<file path="src/rtl/lsu_pkg.sv">
// lsu_pkg: shared definitions for the load/store unit.
//   lsu_state_t - controller states
//   SZ_B/SZ_H/SZ_W - request size codes (3 is reserved and always misaligned)
//   RESP_OKAY - AXI response code for a successful transfer
package lsu_pkg;

  typedef enum logic [2:0] {
    IDLE,
    RD_ADDR,
    RD_DATA,
    WR_REQ,
    WR_RESP,
    ERR
  } lsu_state_t;

  localparam logic [1:0] SZ_B = 2'd0;
  localparam logic [1:0] SZ_H = 2'd1;
  localparam logic [1:0] SZ_W = 2'd2;

  localparam logic [1:0] RESP_OKAY = 2'b00;

endpackage

</file>
<file path="src/rtl/lsu_axi_if.sv">
// lsu_axi_if: AXI-lite read and write channels between the load/store unit
// (master) and the interconnect (slave).
//   AR: araddr/arvalid/arready     R: rdata/rresp/rvalid/rready
//   AW: awaddr/awvalid/awready     W: wdata/wstrb/wvalid/wready
//   B : bresp/bvalid/bready
interface lsu_axi_if #(
  parameter int ADDR_WIDTH = 32
) ();

  logic [ADDR_WIDTH-1:0] araddr;
  logic                  arvalid;
  logic                  arready;
  logic [31:0]           rdata;
  logic [1:0]            rresp;
  logic                  rvalid;
  logic                  rready;

  logic [ADDR_WIDTH-1:0] awaddr;
  logic                  awvalid;
  logic                  awready;
  logic [31:0]           wdata;
  logic [3:0]            wstrb;
  logic                  wvalid;
  logic                  wready;
  logic [1:0]            bresp;
  logic                  bvalid;
  logic                  bready;

  modport master (
    output araddr, arvalid, input arready,
    input  rdata, rresp, rvalid, output rready,
    output awaddr, awvalid, input awready,
    output wdata, wstrb, wvalid, input wready,
    input  bresp, bvalid, output bready
  );

  modport slave (
    input  araddr, arvalid, output arready,
    output rdata, rresp, rvalid, input rready,
    input  awaddr, awvalid, output awready,
    input  wdata, wstrb, wvalid, output wready,
    output bresp, bvalid, input bready
  );

endinterface

</file>
<file path="src/rtl/lsu_align.sv">
// lsu_align: combinational byte-lane logic for the load/store unit.
//   size/addr_lo/ld_signed/st_data - registered request fields
//   ld_raw      - AXI read data
//   wstrb/wdata - store strobes and lane-replicated store data
//   ld_data     - load data shifted down and sign/zero-extended
//   chk_size/chk_addr_lo -> misaligned - alignment check of the live request
module lsu_align
  import lsu_pkg::*;
(
  input  logic [1:0]  size,
  input  logic [1:0]  addr_lo,
  input  logic        ld_signed,
  input  logic [31:0] st_data,
  input  logic [31:0] ld_raw,
  input  logic [1:0]  chk_size,
  input  logic [1:0]  chk_addr_lo,
  output logic [3:0]  wstrb,
  output logic [31:0] wdata,
  output logic [31:0] ld_data,
  output logic        misaligned
);

  logic [31:0] shifted;

  always_comb begin
    shifted = ld_raw >> {addr_lo, 3'b000};
    wstrb   = '0;
    wdata   = '0;
    ld_data = '0;
    case (size)
      SZ_B: begin
        wstrb   = 4'b0001 << addr_lo;
        wdata   = {4{st_data[7:0]}};
        ld_data = {{24{ld_signed & shifted[7]}}, shifted[7:0]};
      end
      SZ_H: begin
        wstrb   = 4'b0011 << addr_lo;
        wdata   = {2{st_data[15:0]}};
        ld_data = {{16{ld_signed & shifted[15]}}, shifted[15:0]};
      end
      default: begin
        wstrb   = 4'b1111;
        wdata   = st_data;
        ld_data = shifted;
      end
    endcase
  end

  always_comb begin
    misaligned = 1'b0;
    case (chk_size)
      SZ_B:    misaligned = 1'b0;
      SZ_H:    misaligned = chk_addr_lo[0];
      SZ_W:    misaligned = |chk_addr_lo;
      default: misaligned = 1'b1;
    endcase
  end

endmodule

</file>
<file path="src/rtl/lsu_axi.sv">
// lsu_axi: single-outstanding CPU load/store unit with an AXI-lite master.
//   clk, rst       - clock, asynchronous active-high reset
//   req_*          - CPU request (valid/ready handshake)
//   resp_*         - one-cycle completion pulse with load data / error flag
//   m_axi          - AXI-lite master channels
module lsu_axi
  import lsu_pkg::*;
#(
  parameter int ADDR_WIDTH = 32
) (
  input  logic                  clk,
  input  logic                  rst,
  input  logic                  req_valid,
  output logic                  req_ready,
  input  logic                  req_wen,
  input  logic [1:0]            req_size,
  input  logic                  req_signed,
  input  logic [ADDR_WIDTH-1:0] req_addr,
  input  logic [31:0]           req_wdata,
  output logic                  resp_valid,
  output logic [31:0]           resp_rdata,
  output logic                  resp_err,
  lsu_axi_if.master             m_axi
);

  lsu_state_t            state;
  logic [ADDR_WIDTH-1:0] addr_q;
  logic [1:0]            size_q;
  logic                  signed_q;
  logic [31:0]           wdata_q;

  logic arvalid_q, rready_q, awvalid_q, wvalid_q, bready_q;
  logic aw_done, w_done;

  logic [3:0]  st_strb;
  logic [31:0] st_wdata;
  logic [31:0] ld_data;
  logic        req_misaligned;
  logic        aw_fire, w_fire;

  lsu_align u_align (
    .size        (size_q),
    .addr_lo     (addr_q[1:0]),
    .ld_signed   (signed_q),
    .st_data     (wdata_q),
    .ld_raw      (m_axi.rdata),
    .chk_size    (req_size),
    .chk_addr_lo (req_addr[1:0]),
    .wstrb       (st_strb),
    .wdata       (st_wdata),
    .ld_data     (ld_data),
    .misaligned  (req_misaligned)
  );

  assign m_axi.araddr  = {addr_q[ADDR_WIDTH-1:2], 2'b00};
  assign m_axi.awaddr  = {addr_q[ADDR_WIDTH-1:2], 2'b00};
  assign m_axi.wdata   = st_wdata;
  assign m_axi.wstrb   = st_strb;
  assign m_axi.arvalid = arvalid_q;
  assign m_axi.rready  = rready_q;
  assign m_axi.awvalid = awvalid_q;
  assign m_axi.wvalid  = wvalid_q;
  assign m_axi.bready  = bready_q;

  assign aw_fire = awvalid_q & m_axi.awready;
  assign w_fire  = wvalid_q & m_axi.wready;

  always_ff @(posedge clk or posedge rst) begin
    if (rst) begin
      state      <= IDLE;
      req_ready  <= 1'b0;
      arvalid_q  <= 1'b0;
      rready_q   <= 1'b0;
      awvalid_q  <= 1'b0;
      wvalid_q   <= 1'b0;
      bready_q   <= 1'b0;
      aw_done    <= 1'b0;
      w_done     <= 1'b0;
      resp_valid <= 1'b0;
      resp_rdata <= '0;
      resp_err   <= 1'b0;
      addr_q     <= '0;
      size_q     <= SZ_B;
      signed_q   <= 1'b0;
      wdata_q    <= '0;
    end else begin
      resp_valid <= 1'b0;
      resp_err   <= 1'b0;
      resp_rdata <= '0;
      case (state)
        IDLE: begin
          // req_ready is registered, so it comes up one cycle after reset release.
          if (req_valid && req_ready) begin
            addr_q    <= req_addr;
            size_q    <= req_size;
            signed_q  <= req_signed;
            wdata_q   <= req_wdata;
            req_ready <= 1'b0;
            if (req_misaligned) begin
              state <= ERR;
            end else if (req_wen) begin
              state     <= WR_REQ;
              awvalid_q <= 1'b1;
              wvalid_q  <= 1'b1;
              aw_done   <= 1'b0;
              w_done    <= 1'b0;
            end else begin
              state     <= RD_ADDR;
              arvalid_q <= 1'b1;
            end
          end else begin
            req_ready <= 1'b1;
          end
        end
        RD_ADDR: begin
          if (m_axi.arready) begin
            arvalid_q <= 1'b0;
            rready_q  <= 1'b1;
            state     <= RD_DATA;
          end
        end
        RD_DATA: begin
          if (m_axi.rvalid) begin
            rready_q   <= 1'b0;
            resp_valid <= 1'b1;
            resp_err   <= (m_axi.rresp != RESP_OKAY);
            resp_rdata <= (m_axi.rresp != RESP_OKAY) ? '0 : ld_data;
            req_ready  <= 1'b1;
            state      <= IDLE;
          end
        end
        WR_REQ: begin
          if (aw_fire) begin
            awvalid_q <= 1'b0;
            aw_done   <= 1'b1;
          end
          if (w_fire) begin
            wvalid_q <= 1'b0;
            w_done   <= 1'b1;
          end
          // Fold this cycle's handshakes in so simultaneous AW/W completes at once.
          if ((aw_done || aw_fire) && (w_done || w_fire)) begin
            bready_q <= 1'b1;
            state    <= WR_RESP;
          end
        end
        WR_RESP: begin
          if (m_axi.bvalid) begin
            bready_q   <= 1'b0;
            resp_valid <= 1'b1;
            resp_err   <= (m_axi.bresp != RESP_OKAY);
            req_ready  <= 1'b1;
            state      <= IDLE;
          end
        end
        ERR: begin
          resp_valid <= 1'b1;
          resp_err   <= 1'b1;
          req_ready  <= 1'b1;
          state      <= IDLE;
        end
        default: begin
          req_ready <= 1'b1;
          state     <= IDLE;
        end
      endcase
    end
  end

endmodule

</file>
<file path="src/flat_wrapper.sv">
// flat-port wrapper written by rule: the top's interface ports become plain ports
module lsu_axi_flat import lsu_pkg::*;
#(
  parameter int ADDR_WIDTH = 32
)
  (clk, rst, req_valid, req_ready, req_wen, req_size, req_signed, req_addr, req_wdata, resp_valid, resp_rdata, resp_err, m_axi_araddr, m_axi_arvalid, m_axi_arready, m_axi_rdata, m_axi_rresp, m_axi_rvalid, m_axi_rready, m_axi_awaddr, m_axi_awvalid, m_axi_awready, m_axi_wdata, m_axi_wstrb, m_axi_wvalid, m_axi_wready, m_axi_bresp, m_axi_bvalid, m_axi_bready);
  lsu_axi_if #(.ADDR_WIDTH(ADDR_WIDTH)) m_axi_i ();
  input  logic clk;
  input  logic rst;
  input  logic req_valid;
  output logic req_ready;
  input  logic req_wen;
  input  logic [1:0] req_size;
  input  logic req_signed;
  input  logic [ADDR_WIDTH-1:0] req_addr;
  input  logic [31:0] req_wdata;
  output logic resp_valid;
  output logic [31:0] resp_rdata;
  output logic resp_err;
  output wire logic [$bits(m_axi_i.araddr)-1:0] m_axi_araddr;
  output wire logic [$bits(m_axi_i.arvalid)-1:0] m_axi_arvalid;
  input wire logic [$bits(m_axi_i.arready)-1:0] m_axi_arready;
  input wire logic [$bits(m_axi_i.rdata)-1:0] m_axi_rdata;
  input wire logic [$bits(m_axi_i.rresp)-1:0] m_axi_rresp;
  input wire logic [$bits(m_axi_i.rvalid)-1:0] m_axi_rvalid;
  output wire logic [$bits(m_axi_i.rready)-1:0] m_axi_rready;
  output wire logic [$bits(m_axi_i.awaddr)-1:0] m_axi_awaddr;
  output wire logic [$bits(m_axi_i.awvalid)-1:0] m_axi_awvalid;
  input wire logic [$bits(m_axi_i.awready)-1:0] m_axi_awready;
  output wire logic [$bits(m_axi_i.wdata)-1:0] m_axi_wdata;
  output wire logic [$bits(m_axi_i.wstrb)-1:0] m_axi_wstrb;
  output wire logic [$bits(m_axi_i.wvalid)-1:0] m_axi_wvalid;
  input wire logic [$bits(m_axi_i.wready)-1:0] m_axi_wready;
  input wire logic [$bits(m_axi_i.bresp)-1:0] m_axi_bresp;
  input wire logic [$bits(m_axi_i.bvalid)-1:0] m_axi_bvalid;
  output wire logic [$bits(m_axi_i.bready)-1:0] m_axi_bready;
  assign m_axi_araddr = m_axi_i.araddr;
  assign m_axi_arvalid = m_axi_i.arvalid;
  assign m_axi_i.arready = m_axi_arready;
  assign m_axi_i.rdata = m_axi_rdata;
  assign m_axi_i.rresp = m_axi_rresp;
  assign m_axi_i.rvalid = m_axi_rvalid;
  assign m_axi_rready = m_axi_i.rready;
  assign m_axi_awaddr = m_axi_i.awaddr;
  assign m_axi_awvalid = m_axi_i.awvalid;
  assign m_axi_i.awready = m_axi_awready;
  assign m_axi_wdata = m_axi_i.wdata;
  assign m_axi_wstrb = m_axi_i.wstrb;
  assign m_axi_wvalid = m_axi_i.wvalid;
  assign m_axi_i.wready = m_axi_wready;
  assign m_axi_i.bresp = m_axi_bresp;
  assign m_axi_i.bvalid = m_axi_bvalid;
  assign m_axi_bready = m_axi_i.bready;
  lsu_axi #(.ADDR_WIDTH(ADDR_WIDTH)) u_core (.clk(clk), .rst(rst), .req_valid(req_valid), .req_ready(req_ready), .req_wen(req_wen), .req_size(req_size), .req_signed(req_signed), .req_addr(req_addr), .req_wdata(req_wdata), .resp_valid(resp_valid), .resp_rdata(resp_rdata), .resp_err(resp_err), .m_axi(m_axi_i));
endmodule
</file>
<file path="config.mk">
export PLATFORM = sky130hd
export DESIGN_NAME = lsu_axi_flat
export DESIGN_NICKNAME = d
export VERILOG_FILES = /design/src/rtl/lsu_pkg.sv /design/src/rtl/lsu_axi_if.sv /design/src/rtl/lsu_align.sv /design/src/rtl/lsu_axi.sv /design/src/flat_wrapper.sv
export SDC_FILE = /design/constraint.sdc
export NUM_CORES = 1
export LEC_CHECK = 0
export ABC_CLOCK_PERIOD_IN_PS = 3500
export CORE_MARGIN = 8
export CORE_UTILIZATION = 39
export DETAILED_ROUTE_END_ITERATION = 6
export PLACE_DENSITY_LB_ADDON = 0.25
export RECOVER_POWER = 100
export SYNTH_ARGS = -nofsm -noshare
export SYNTH_HDL_FRONTEND = slang
export SYNTH_HIERARCHICAL = 1
export SYNTH_SLANG_ARGS = --single-unit
</file>
<file path="constraint.sdc">
create_clock -name clk -period 3.5 [get_ports clk]
set_clock_uncertainty 0.1 [all_clocks]
set_input_delay 0.7 -clock clk [delete_from_list [all_inputs] [get_ports clk]]
set_output_delay 0.7 -clock clk [all_outputs]
set_load 0.02 [all_outputs]
</file>
== Yosys cells after proc, flatten, opt, wreduce, memory -nomap -nowiden ==
Index checks and enable logic that the tools add are counted.
Cells by class
  reductions and logical operators: 23
  bitwise logic cells: 5
  shift-type cells: 3
  eq/ne operators: 18
  multiplexer cells: 50
Operator list (count)
  case mux 32 bit (2 select lines): 2
  two-way mux 32 bit: 3
  right shift 32 x 5 -> 32 bit: 1
  two-way mux 1 bit: 25
  AND reduction 5 bit: 4
  two-way mux 3 bit: 6
  case mux 3 bit (5 select lines): 1
  case mux 1 bit (2 select lines): 7
  != test 2 bit (second input constant): 6
  nonzero test 2 bit: 6
  case mux 1 bit (3 select lines): 3
  AND reduction 3 bit: 3
  != test 2 x 1 -> 1 bit (second input constant): 4
  case mux 4 bit (2 select lines): 1
  equality test 3 x 2 -> 1 bit (second input constant): 2
  equality test 3 bit (second input constant): 2
  AND 1 bit: 4
  equality test 2 x 1 -> 1 bit (second input constant): 2
  zero test 2 bit: 2
  case mux 1 bit (4 select lines): 1
  OR reduction 2 bit: 2
  left shift 1 x 2 -> 4 bit (first input constant): 1
  left shift 2 x 2 -> 4 bit (first input constant): 1
  equality test 3 x 1 -> 1 bit (second input constant): 1
  other kinds (7): 9
Storage, ports and cells
  logic and storage cells: 115
  input port bits: 112
  bits in registers: 112
  output and inout bits: 140

== Logic depth before layout (Yosys ltp) ==
Gate-level depths: netlist of run 1.
  word-level depth: 6
  gate-level depth with buffers: 6
  depth with buffers taken out: 6

== Modules after synthesis ==
Netlist of run 1, hierarchy kept.
Modules (own cells, without submodules)
  lsu_axi: cells each 354, area each 4684.5 sq um, instances 1, seq. area each 2802.7 sq um
  lsu_align: cells each 195, area each 1362.6 sq um, instances 1, seq. area each 0.0 sq um

== Least setup slack after synthesis of run 1 ==
OpenSTA, ideal clock, no wires.
  path kind: register to output
  start point: register u_core.addr_q[0]
  end point: output port m_axi_wstrb[1]
  cell stages (with the launch flop): 6
  data required time: 2700 ps
  setup slack: 1309 ps
  path buffers: 3
  arrival: 1391 ps
  path through: dfrtp_1 > buf_2 > buf_4 > buf_2 > nor2_1 > o21bai_1
On the way
  longest elaborated chain between the ends: 2
  elaborated cells between the ends (all ways): 3
  those cells by class: shift: 2; mux: 1
Ends and longest elaborated chain
  start, declared: line lsu_axi.sv:27  | logic [ADDR_WIDTH-1:0] addr_q;
  start signal, assigned: line lsu_axi.sv:94  | addr_q <= req_addr;
  left shift 2 x 2 -> 4 bit / left shift 1 x 2 -> 4 bit (equally long branches): line lsu_align.sv:37, lsu_align.sv:32
  case mux 4 bit (2 select lines) (*): line lsu_align.sv:30  | case (size)
  end, declared: line flat_wrapper.sv:31  | output wire logic [$bits(m_axi_i.wstrb)-1:0] m_axi_wstrb;
Mark *: on every way between the ends. The rest lies on a longest branch, timed or not.

== Worst setup path in the final report of run 1 ==
  start point: register u_core.size_q[1]
  end point: output port m_axi_wdata[12]
On the way
  longest elaborated chain between the ends: 2
  elaborated cells between the ends (all ways): 3
  those cells by class: eq/ne: 1; mux: 1; reduce/logical: 1
Ends and longest elaborated chain
  start, declared: line lsu_axi.sv:28  | logic [1:0] size_q;
  start signal, assigned: line lsu_axi.sv:95  | size_q <= req_size;
  equality test 2 x 1 -> 1 bit / zero test 2 bit (equally long branches): line lsu_align.sv:30
  case mux 32 bit (2 select lines) (*): line lsu_align.sv:30
  end, declared: line flat_wrapper.sv:30  | output wire logic [$bits(m_axi_i.wdata)-1:0] m_axi_wdata;
Marked as above.

==> run_results.csv, run 1 <==
group,metric,value,unit
layout,n_antenna_cell,0,
route,firstDrtPassIters,6,
synthesis,avgSynthCellArea,11.0,um^2
timing,finalSetupTns,0,ps
route,drt_iter0_markers,295,
global_routing,grt_util_all_layers,16.9,%
route,vias_per_cell,4.99,
setup_path,critPathLaunchType,"flop",
layout,nFillCells,1304,
route,wire_per_inst,18.7,um
synthesis,synth-main-ff-cell,"dfrtp_1",
floorplanning,rows,45,
timing,relSlewSlack,-4.08,%
floorplanning,pin_count,252,
setup_path,crit_required,2700,ps
power_and_ir_drop,powerDensity,909,nW/um^2
setup_path,worstPathArrival,2330,ps
route,totalWireLength,16.9,mm
floorplanning,die-width,141,um
synthesis,synth_area,6050,um^2
floorplanning,start_util,39.8,%
power_and_ir_drop,p_leak,3.80,nW
timing,rsz0062_at_grt,"false",
global_routing,grt_pass1_wl,26.7,mm
route,num_vias,4529,
clocking,post_cts_resize_count,0,
power_and_ir_drop,ir_drop,0.488,mV
timing,fin_crit,3130,ps
timing,whs,408,ps
synthesis,ys_warn_count,6,
clocking,ctsHoldBuffers,0,
hold_path,hold_class,"reg -> reg",
clocking,cts_max_path_buffers,2,
clocking,htreeDepth,3,
status,violations,"max-capacitance violations, max-slew violations",
synthesis,async_flop_share,100,%
timing,finalHoldViolCount,0,
placement,place.gp.congestion,0.826,
clocking,cts.clk_slew.worst_paths,70,ps
timing,max_slew.worst_pin.slew,1560,ps
clocking,cts_tree,"yes",
timing,period_share,89.4,%
clocking,insertion_delay,350,ps
global_routing,grt_antenna_before_repair,2,
placement,hpwl,12.5,mm
setup_path,cp_max_fo,35,
clocking,numCtsBuffers,9,
global_routing,grt_pass1_vias,4914,
floorplanning,die_h,141,um
floorplanning,core,15200,um^2
synthesis,synth-seq-cells,112,
route,drc,0,
global_routing,overflow,0,
status,outcome,"finished, violations left",
synthesis,yosysSeqAreaShare,46.3,%
global_routing,use_met1,19.4,%
global_routing,met3_usage,7.44,%
layout,finish.net_count,826,
synthesis,synth_edf_count,0,
floorplanning,die_area,19700,um^2
layout,drive_gt1_share,17.9,%
global_routing,grt_max_degree,113,
synthesis,syn_inst,549,
setup_path,r2r_slack,600,ps
setup_path,path_class,"reg -> out",
global_routing,globalRouteMet2Util,28.4,%
layout,area_delta_synth_final,39.4,%
route,postRouteAntennaNets,0,
clocking,clock-root-buffer,"clkbuf_16",
timing,fmax,320,MHz
timing,timing.final.setup_violations,0,
global_routing,grt-busiest-layer,"met2",
power_and_ir_drop,finalPower,0.00766,W
run,cap_violations,1,
clocking,cts_sinks,112,
synthesis,ys_types,49,
setup_path,end_kind,"primary output",
clocking,postCtsSetupBuffers,0,
placement,port_buffers,247,
timing,slew_viol_final,113,
flip-flops by register name (all words and copies together), names as in the netlist, 2 cells and up:
name               count
u_core/state           3
u_core/addr_q         32
u_core/size_q          2
u_core/wdata_q        32
u_core/resp_rdata     32
final cells by class:
cell class | count | area, um^2 | share of cell area (%)
Multi-Input combinational cell | 330 | 2500 | 29.6
Inverter | 6 | 26.3 | 0.312
Clock inverter | 7 | 118 | 1.40
Timing Repair Buffer | 255 | 2520 | 29.9
Clock buffer | 9 | 225 | 2.67
Sequential cell | 112 | 2800 | 33.3
Tap cell | 188 | 235 | 2.79
stage by stage:
stage                     cells  area (um^2)  utilization [%]  worst slack, ps
final                       907         8430             55.4              372
after global routing        907         8430             55.4              229
after CTS                   907         8480             55.8              397
after detailed placement    891         8140             53.5              795
after global placement      891         8140             53.5              798
after floorplan             552         6060                -             1310
power breakdown:
part / leakage, nW / internal (W) / total [W] / switching [W]
Combinational: 2.23 / 0.00204 / 0.00434 / 0.00230
Clock: 0.170 / 0.000702 / 0.00118 / 0.000482
Sequential: 1.40 / 0.00175 / 0.00213 / 0.000380
Total: 3.80 / 0.00450 / 0.00766 / 0.00316
cell usage in the layout, fill, tap and decap left out, types with 2 or more instances in the layout:
| master | Yosys | routed |
|---|---|---|
| a211oi_1 | 7 | 7 |
| a21oi_1 | 30 | 30 |
| a2bb2oi_1 | 7 | 7 |
| a32o_1 | 2 | 2 |
| and2_0 | 0 | 21 |
| and2_1 | 33 | 13 |
| buf_4 | 81 | 4 |
| bufinv_16 | 0 | 3 |
| clkbuf_1 | 9 | 2 |
| clkbuf_16 | 0 | 9 |
| clkdlybuf4s50_1 | 0 | 107 |
| clkinv_2 | 0 | 2 |
| conb_1 | 1 | 4 |
| dfrtp_1 | 112 | 112 |
| dlygate4sd3_1 | 0 | 140 |
| inv_1 | 6 | 5 |
| mux2_2 | 85 | 85 |
| mux2i_1 | 17 | 17 |
| nand2_1 | 58 | 58 |
| nand3_1 | 6 | 6 |
| nand3_2 | 10 | 10 |
| nor2_1 | 10 | 10 |
| nor2b_1 | 13 | 13 |
| nor3_1 | 2 | 2 |
| o21ai_0 | 15 | 15 |
| o21bai_1 | 2 | 2 |
| o22ai_1 | 2 | 2 |
cell usage after synthesis, types with 6 or more instances:
cell,n,share of area (%)
a21oi_1,30,2.5
a211oi_1,7,0.87
nor2_1,10,0.62
a2bb2oi_1,7,1.0
buf_2,12,0.99
nor2b_1,13,1.3
nand3_1,6,0.50
inv_1,6,0.37
mux2i_1,17,2.8
buf_4,81,10
clkbuf_1,9,0.56
o21ai_0,15,1.2
nand3_2,10,1.7
mux2_2,85,16
nand2_1,58,3.6
and2_1,33,3.4
dfrtp_1,112,46
routing by layer:
metal  routed length (um)  vias up
met2                 8350      170
met5                   22        -
met1                 6670     2211
li1                     -     2124
met3                 1710       20
met4                  174        4
worst max-delay path: stages (launching register included):
cell	delay, ps
dfrtp_1	380
buf_4	250
nor2_2	480
nand2_1	110
nand2_1	70
dlygate4sd3_1	680
kinds of logic after synthesis:
logic type | after synthesis | share of synthesized area (%)
AND/OR/NAND/NOR | 150 | 14.1
flip-flops | 112 | 46.3
buffers and inverters | 110 | 12.4
multiplexers | 103 | 18.9
AO/OA/AOI/OAI | 73 | 8.28
other | 1 | 0.0620
worst paths after layout:
kind                                          from              endpoint  depth (start not counted)
worst min-delay path            u_core/wdata_q[16]    u_core/wdata_q[16]                          1
worst min register to register  u_core/wdata_q[16]    u_core/wdata_q[16]                          1
worst max-delay path              u_core/size_q[1]       m_axi_wdata[12]                          5
min in group asynchronous                      rst     u_core/addr_q[12]                          3
worst max register to register     u_core/state[0]      u_core/addr_q[6]                          4
max in group asynchronous                      rst  u_core/resp_rdata[4]                          3
Power figures use the tool's default switching activity.
==> run 2: changes to the inputs <==
--- a/config.mk
+++ b/config.mk
@@ -6,6 +6,7 @@
 export NUM_CORES = 1
 export LEC_CHECK = 0
 export ABC_CLOCK_PERIOD_IN_PS = 3500
+export CAP_MARGIN = 20
 export CORE_MARGIN = 8
 export CORE_UTILIZATION = 39
 export DETAILED_ROUTE_END_ITERATION = 6
==> results of run 2 <==
No change in the layout: final DEF, timing and power equal those of run 1.
